**src/rtl/cpu_control_fsm.sv**
```systemverilog
// Multi-cycle control sequencer: fetch, decode, execute, write-back, one instruction at a time.
// Optional build macro ILLEGAL_TRAP_EN: undefined opcodes trap into HALT instead of acting as NOPs.
module cpu_control_fsm #(
  parameter int ADDR_W = 5,
  parameter int DATA_W = 32,
  parameter int CNT_W  = 16
) (
  input  logic              clk,
  input  logic              reset_n,
  input  logic              start,
  input  logic              stop,
  output logic [ADDR_W-1:0] imem_addr,
  input  logic [DATA_W-1:0] imem_instr,
  output logic [4:0]        rf_ra1,
  output logic [4:0]        rf_ra2,
  input  logic [DATA_W-1:0] rf_rd1,
  input  logic [DATA_W-1:0] rf_rd2,
  output logic              rf_we,
  output logic [4:0]        rf_wa,
  output logic [DATA_W-1:0] rf_wd,
  output logic [1:0]        alu_op,
  output logic [DATA_W-1:0] alu_a,
  output logic [DATA_W-1:0] alu_b,
  input  logic [DATA_W-1:0] alu_result,
  output logic [ADDR_W-1:0] pc,
  output logic              busy,
  output logic              trap,
  output logic [CNT_W-1:0]  retired
);

  typedef enum logic [2:0] {
    S_IDLE, S_FETCH, S_DECODE, S_EXEC, S_WB, S_HALT
  } state_t;

  localparam logic [5:0] OP_ADD    = 6'b000000;
  localparam logic [5:0] OP_SHIFTL = 6'b000010;
  localparam logic [5:0] OP_ADDI   = 6'b000011;
  localparam logic [5:0] OP_SUBI   = 6'b000100;
  localparam logic [5:0] OP_BEQ    = 6'b000101;
  localparam logic [5:0] OP_J      = 6'b000110;

  state_t              state;
  logic [DATA_W-1:0]   ir;
  logic [DATA_W-1:0]   a_q;
  logic [DATA_W-1:0]   b_q;
  logic [DATA_W-1:0]   r_q;

  logic [5:0]          opcode;
  logic                is_rtype;
  logic                is_itype;
  logic                is_alu;
  logic                is_beq;
  logic                is_j;
  logic [4:0]          dest;
  logic [DATA_W-1:0]   simm;
  logic [ADDR_W-1:0]   pc_inc;
  logic [ADDR_W-1:0]   br_target;

  assign opcode    = ir[31:26];
  assign is_rtype  = (opcode == OP_ADD) || (opcode == OP_SHIFTL);
  assign is_itype  = (opcode == OP_ADDI) || (opcode == OP_SUBI);
  assign is_alu    = is_rtype || is_itype;
  assign is_beq    = (opcode == OP_BEQ);
  assign is_j      = (opcode == OP_J);
  assign dest      = is_rtype ? ir[15:11] : ir[20:16];
  assign simm      = {{(DATA_W-16){ir[15]}}, ir[15:0]};
  assign pc_inc    = pc + ADDR_W'(1);
  assign br_target = pc_inc + ir[ADDR_W-1:0];

  assign imem_addr = pc;
  assign rf_ra1    = ir[25:21];
  assign rf_ra2    = ir[20:16];
  assign rf_wd     = r_q;
  assign alu_a     = a_q;
  assign alu_b     = is_itype ? simm : b_q;
  assign busy      = (state != S_IDLE) && (state != S_HALT);

  // NOTE: every signal assigned in always_comb gets a default first, so no path can infer a latch.
  always_comb begin
    alu_op = 2'd0;
    if (opcode == OP_SUBI)        alu_op = 2'd1;
    else if (opcode == OP_SHIFTL) alu_op = 2'd2;
  end

`ifndef ILLEGAL_TRAP_EN
  assign trap = 1'b0;
`endif

  // NOTE: sequential state uses non-blocking assignments so every register samples pre-edge values.
  // NOTE: only control and datapath registers are reset; the register file lives outside this block.
  always_ff @(posedge clk or negedge reset_n) begin
    if (!reset_n) begin
      state   <= S_IDLE;
      pc      <= '0;
      ir      <= '0;
      a_q     <= '0;
      b_q     <= '0;
      r_q     <= '0;
      retired <= '0;
      rf_we   <= 1'b0;
      rf_wa   <= '0;
`ifdef ILLEGAL_TRAP_EN
      trap    <= 1'b0;
`endif
    end else begin
      rf_we <= 1'b0;
      case (state)
        S_IDLE: begin
          if (start) state <= S_FETCH;
        end
        S_FETCH: begin
          ir    <= imem_instr;
          state <= S_DECODE;
        end
        S_DECODE: begin
          a_q   <= rf_rd1;
          b_q   <= rf_rd2;
          state <= S_EXEC;
        end
        S_EXEC: begin
          r_q <= alu_result;
          if (is_alu) begin
            // Writes to r0 are suppressed here so WB never pulses rf_we for them.
            rf_we <= (dest != 5'd0);
            rf_wa <= dest;
            state <= S_WB;
          end else if (is_beq || is_j) begin
            if (is_j)            pc <= ir[ADDR_W-1:0];
            else if (a_q == b_q) pc <= br_target;
            else                 pc <= pc_inc;
            retired <= retired + CNT_W'(1);
            state   <= stop ? S_IDLE : S_FETCH;
          end else begin
`ifdef ILLEGAL_TRAP_EN
            trap  <= 1'b1;
            state <= S_HALT;
`else
            pc      <= pc_inc;
            retired <= retired + CNT_W'(1);
            state   <= stop ? S_IDLE : S_FETCH;
`endif
          end
        end
        S_WB: begin
          pc      <= pc_inc;
          retired <= retired + CNT_W'(1);
          state   <= stop ? S_IDLE : S_FETCH;
        end
        S_HALT: begin
          state <= S_HALT;
        end
        default: begin
          state <= S_IDLE;
        end
      endcase
    end
  end

endmodule

```
**config.mk**
```make
export PLATFORM = sky130hd
export DESIGN_NAME = cpu_control_fsm
export DESIGN_NICKNAME = d
export VERILOG_FILES = /design/src/rtl/cpu_control_fsm.sv
export SDC_FILE = /design/constraint.sdc
export NUM_CORES = 1
export LEC_CHECK = 0
export BUFFER_PORTS_ARGS = -buffer_cell sky130_fd_sc_hd__buf_2
export CORE_ASPECT_RATIO = 1.25
export CORE_UTILIZATION = 44
export CTS_CLUSTER_DIAMETER = 50
export CTS_CLUSTER_SIZE = 24
export DETAILED_ROUTE_END_ITERATION = 8
export HOLD_SLACK_MARGIN = 0.08
export PLACE_DENSITY = 0.82
export SETUP_SLACK_MARGIN = 0.2
export SYNTH_ARGS = -nofsm -noshare
export SYNTH_HDL_FRONTEND = slang
export SYNTH_SLANG_ARGS = --single-unit
```
**constraint.sdc**
```tcl
create_clock -name clk -period 2.7 [get_ports clk]
set_input_delay 0.27 -clock clk [delete_from_list [all_inputs] [get_ports clk]]
set_output_delay 0.27 -clock clk [all_outputs]
set_load 0.01 [all_outputs]
```
==> metrics.txt, run 1 <==
outcome=finished, final reports clean; crit path DAT=2680 ps; synth warn=0; first-pass GRT wire length=35.8 mm; Tcrit/Tclk final=88.4%; TritonCTS sink count=158; Yosys top cell area share=52.9%; main area contributors after synthesis=dfrtp_1 53%, mux2_2 17%, nand2_1 7.6%; DRC viols=0; clock transition at the registers of the reported paths=60 ps; final setup margin=312 ps; syn_nets=808; number of global-route vias before repair=6858; remaining antenna violation count=0; Vias=6493; I/O Buffers=272; max frequency=0.419 GHz; ordered cell list for the critical path=ha_4 > fa_1 > a21o_1 > a21oi_1 > xor2_1 > a2111o_1 > nand2_1 > a31oi_1; dpl ws=209 ps; Leak=5.29 nW; Die Area=0.0175 mm²; Clock Latency Late Sink=420 ps; Rows=52; most frequent cell after synthesis=dfrtp_1; CP endpoint kind=flop; Total Routing Usage GR=26.5%; Initial DRC Count=358; Worst setup startpoint=imem_addr[0]; CTS H-tree depth=4; Post-synth EDFFs=0; CP Data Required Time=2990 ps; CTS Buffer Depth=2; unrepaired setup endpoints after global routing=no; R2R Path Start=imem_addr[0]; Synth cell types=54; Post-Syn Area=0.00748 mm²; worst min path class=in2reg; Max Slew Vio Count=0; Slew headroom=49.7%; power density cells=1180 mW/mm²; # nets final=1189; RR Endpoint=imem_addr[4]; post-synthesis sequential area ratio=52.9%; wire per inst=17.8 µm; syn_area_per_cell=11.2 µm²; Ports=274; Area Growth Syn to Fin=44.4%; hold_ws=109 ps; hold depth=2; Least-Margin Pin Slew=754 ps; vias per cell=5.08; setup repair bufs after CTS=0; TNS Setup=0 ps; Die Width=119 µm; #FFs+latches synth=158; top_reg_cell synth=dfrtp_1; largest area contributor in the netlist=dfrtp_1; MaxCap Viol Count=0; crit path to=imem_addr[4]; FF-to-FF setup slack=310 ps; post-route minimum period=2390 ps; Synth Instances=668; total routed wirelength=22.8 mm; fraction of registers with async set/reset=100%; CTS buffer count=17; DP HPWL=14.1 mm; top post-synthesis cells by count=158 x dfrtp_1, 152 x nand2_1, 111 x mux2_2; slowest stage cell, crit path=dfrtp_2; die height=148 µm; crit path kind=reg2reg; CORE AREA=0.0164 mm²; Max FO, Critical Path=8; Worst R2R Path Depth=8; CTS root buffer=clkbuf_16; slowest cell delay on critical path=470 ps; pin count of the biggest net entering global routing=77; antenna violations before repair=1; final hold violation count=0; Initial Utilization=45.6%; Critical Path Start Type=flop; CTS tree=built; proportion of layout cells with a drive suffix above 1=42.1%; Pre-antenna DRT Iters=5; gr ovfl total=0; Routability Congestion=0.875; maximum vdd drop=0.000621 V; clk_skew=11.2 ps; Final setup viols=0
-- placed cells by master (no fill, tap or decap), types with 3 or more instances in the layout --
master           n
buf_2          271
o22ai_1          5
o21ai_0          3
mux2_2         111
nor2b_1          5
clkinv_4         3
xnor2_1         14
ha_1             6
nor3_1           9
clkbuf_16       17
a21oi_1         15
xor2_1          41
dlygate4sd3_1  120
buf_4           13
dfrtp_1        157
and3_1           3
inv_6            4
nand2_1        152
nor2_1          26
inv_1            6
nand3_1          9
clkinvlp_4       5
nand4_1          7
nor4_1          10
-- where the power goes --
part           total [mW]  switching, mW  internal [mW]
registers            4.52           1.03           3.50
clock network        2.33           1.02           1.31
logic                5.89           3.06           2.83
total                12.7           5.11           7.63
-- final cells by class --
type / instances / area, µm²
Antenna cell: 1 / 2.50
Clock buffer: 18 / 439
Clock inverter: 14 / 134
Fill cell: 1190 / 5600
Inverter: 6 / 22.5
Multi-Input combinational cell: 458 / 3260
Sequential cell: 158 / 3960
Tap cell: 216 / 270
Timing Repair Buffer: 408 / 2720
-- worst max-delay path: cells and delay by family (launching register included) --
| family | cells | cell delay [ps] |
|---|---|---|
| compound gates | 4 | 860 |
| fa+ha+maj | 2 | 730 |
| flops | 1 | 470 |
| xor+xnor | 1 | 110 |
| simple gates | 1 | 80 |
-- worst min-delay path by stage --
stage	start	to	slack (ps)
after global routing	imem_instr[29]	ir[29]	90
after detailed placement	reset_n	alu_a[16]	360
after floorplan	reset_n	alu_a[0]	-30
after CTS	imem_instr[21]	ir[21]	80
after global placement	reset_n	alu_a[16]	350
final	imem_instr[30]	ir[30]	110
-- through the flow --
step / power, mW / instances / util [%] / instance area [µm²]
after detailed placement: 10.1 / 1126 / 54.9 / 9000
final: 12.7 / 1279 / 65.9 / 10800
after global placement: 9.92 / 1126 / 54.9 / 9000
after floorplan: 8.16 / 668 / - / 7480
after global routing: 13.5 / 1279 / 65.9 / 10800
after CTS: 12.6 / 1278 / 65.8 / 10800
-- cell families (layout without fill, tap and decap cells) --
family | count (synthesis) | count (layout) | share of synthesized area, %
adders and majority gates | 8 | 8 | 1.44
muxes | 113 | 113 | 17.0
DFF | 158 | 158 | 52.9
xor gates and xnor gates | 55 | 55 | 6.44
other | 1 | 2 | 0.0502
buffers and inverters | 52 | 446 | 3.80
AOI/OAI and AO/OA | 45 | 45 | 4.40
and+or+nand+nor | 236 | 236 | 14.0
-- flip-flops by register name, indices dropped and copies added (netlist names) --
register,count
b_q,32
ir,32
imem_addr,5
rf_wd,32
state,3
alu_a,32
retired,16
rf_we,1
rf_wa,5
-- layer usage --
layer	vias up	track usage [%]	part of all wire [%]
met3	64	5.09	3.6
met4	0	13.9	3.9
li1	3024	-	-
met1	3179	30.3	39
met2	226	47.0	54
met5	-	0	0
-- repair_timing --
action                                  CTS  global route
resized for setup                         1             2
hold buffers                            120             0
endpoints found under the hold margin   191             0
endpoints found under the setup margin    1             9
pin swaps                                 0             0
(Power assumes the default switching activity.)
==> run 2, diff against run 1 <==
clock period = 2.3 ns   (was 2.7 ns; I/O delays follow)
==> metrics.txt, run 2 (same netlist as run 1, synthesis figures left out) <==
Critical Path Start Type=flop; slowest stage cell, crit path=dfrtp_2; outcome=finished, final reports clean; unrepaired setup endpoints after global routing=yes; Net Sw Frac=39.7%; Least-Margin Pin Slew=500 ps; CTS H-tree depth=4; placed insts=1136; die height=148 µm; routing usage on met3=5.83%; worst min path class=in2reg; Initial DRC Count=325; # nets final=1230; area of the multi-input gates=0.00347 mm²; clk_skew=9.85 ps; Max FO, Critical Path=2; Tcrit/Tclk final=96.3%; WHS Endpoint=state[0]; P_sw=6.67 mW; ordered cell list for the critical path=ha_4 > xor2_2 > buf_4 > ha_1 > a21o_1 > a21oi_2 > xor2_1 > a2111o_1 > nand2_1 > a31oi_1; Area Growth Syn to Fin=56.4%; CORE AREA=0.0164 mm²; Buf/Inv on CP=1; Post-Layout Cell Count=1321; CP endpoint kind=flop; crit path DAT=2520 ps; FF-to-FF setup slack=80 ps; MaxCap Viol Count=0; most common cell after layout, fill and taps aside=buf_2; CTS Buffer Depth=2; Pre-antenna DRT Iters=4; Die Area=0.0175 mm²; remaining antenna violation count=0; antenna violations before repair=2; clock group share of total power=18.7%; slowest cell delay on critical path=430 ps; HP Start=start; DRC viols=0; hold_ws=178 ps; power density cells=1430 mW/mm²; CP Data Required Time=2600 ps; TritonCTS sink count=158; final hold violation count=0; hold depth=4; pin count of the biggest net entering global routing=65; post-route minimum period=2220 ps; Power Internal=10.1 mW; Sequential Area=0.00396 mm²; Slew headroom=66.4%; sequential power share=32.2%; grt met2 use=48.6%; Clock Latency Late Sink=430 ps; CTS tree=built; clock transition at the registers of the reported paths=70 ps; crit path kind=reg2reg; I/O Buffers=272; Total Routing Usage GR=27.3%; DP HPWL=14.5 mm; Initial Utilization=45.6%; number of fill cells in the layout=1112; Global Route met1 Usage=29.9%; Leak=5.68 nW; TNS Setup=0 ps; most frequent cells in the layout=246 x buf_2, 154 x dfrtp_1, 132 x nand2_1; number of global-route vias before repair=7249; wire per inst=18.9 µm; Die Width=119 µm; Pwr Total=16.8 mW; Routability Congestion=0.921; Rows=52; R2R Path Start=imem_addr[0]; RR Endpoint=imem_addr[4]; Max Slew Vio Count=0; Ports=274; max frequency=0.451 GHz; CP delay by family, top=compound AO/OA/AOI/OAI gates; CTS buffer count=17; Worst R2R Path Depth=10; total routed wirelength=24.9 mm; Vias=6898; Final setup viols=0; gr ovfl total=0; vias per cell=5.22; first-pass GRT wire length=37.2 mm; CTS root buffer=clkbuf_16; combinational share of power=49.1%; maximum vdd drop=0.000714 V; proportion of layout cells with a drive suffix above 1=47.1%; GRT busiest layer=met2
run 2: cell types whose count changed in the layout (fill, tap and decap cells not counted), moves of 4 or more:
cell,delta
buf_12,+4
nand2_2,+10
nand2_4,+10
dlygate4sd3_1,+9
buf_6,+26
buf_2,-25
buf_4,+23
nor4_2,+4
nor4_1,-4
nand2_1,-20
clkinvlp_4,-4
run 2: worst max-delay path by stage:
stage                       startpoint            to  slack, ps  cells past startpoint
after floorplan           imem_addr[0]  imem_addr[4]        170                      9
after global placement    imem_addr[1]  imem_addr[4]        150                      9
after detailed placement  imem_addr[1]  imem_addr[4]        100                      9
after CTS                 imem_addr[1]  imem_addr[4]        120                      9
after global routing      imem_addr[0]  imem_addr[4]         20                     10
final                     imem_addr[0]  imem_addr[4]         80                     10
run 2: metal layers:
| layer | up-vias | wire length, µm | share of wire (%) |
|---|---|---|---|
| li1 | 3113 | - | - |
| met1 | 3368 | 9180 | 37 |
| met2 | 319 | 13200 | 53 |
| met3 | 98 | 1240 | 5.0 |
| met4 | 0 | 1300 | 5.2 |
| met5 | - | 0 | 0 |
run 2: stage by stage:
| stage | setup WS [ps] | instance area, µm² | utilization (%) |
|---|---|---|---|
| 3_5_place_dp | 96.9 | 9130 | 55.7 |
| 2_1_floorplan | 166 | 7500 | - |
| 4_1_cts | 119 | 11200 | 68.2 |
| 3_3_place_gp | 153 | 9130 | 55.7 |
| 5_1_grt | 16.2 | 11700 | 71.3 |
| 6_report | 84.7 | 11700 | 71.3 |
run 2: what timing repair did:
item / CTS / global route
endpoints found under the setup margin: 35 / 40
pin swaps: 2 / 18
hold buffers: 129 / 0
resized for setup: 11 / 80
setup buffers: 9 / 9
cloned: 0 / 4
hold endpoints to repair: 162 / 0
run 2: worst reg2reg max path: stages, from the launching register on:
cell and delay, ps:
dfrtp_2 430, ha_4 180, xor2_2 180, buf_4 140, ha_1 190, a21o_1 180
a21oi_2 130, xor2_1 100, a2111o_1 390, nand2_1 90, a31oi_1 70
run 2: area by class of cell:
| cell class | count | area share, % |
|---|---|---|
| Antenna cell | 2 | 0.0428 |
| Clock buffer | 17 | 3.64 |
| Clock inverter | 15 | 1.90 |
| Inverter | 6 | 0.193 |
| Multi-Input combinational cell | 458 | 29.7 |
| Sequential cell | 158 | 33.8 |
| Tap cell | 216 | 2.31 |
| Timing Repair Buffer | 449 | 28.4 |
run 2: power groups by stage:
stage	registers [mW]	clock network (mW)	logic (mW)
4_1_cts	5.26	3.17	7.20
3_3_place_gp	5.23	0	6.63
6_report	5.40	3.14	8.23
5_1_grt	5.58	3.26	8.82
2_1_floorplan	5.34	0	4.29
3_5_place_dp	5.31	0	6.79
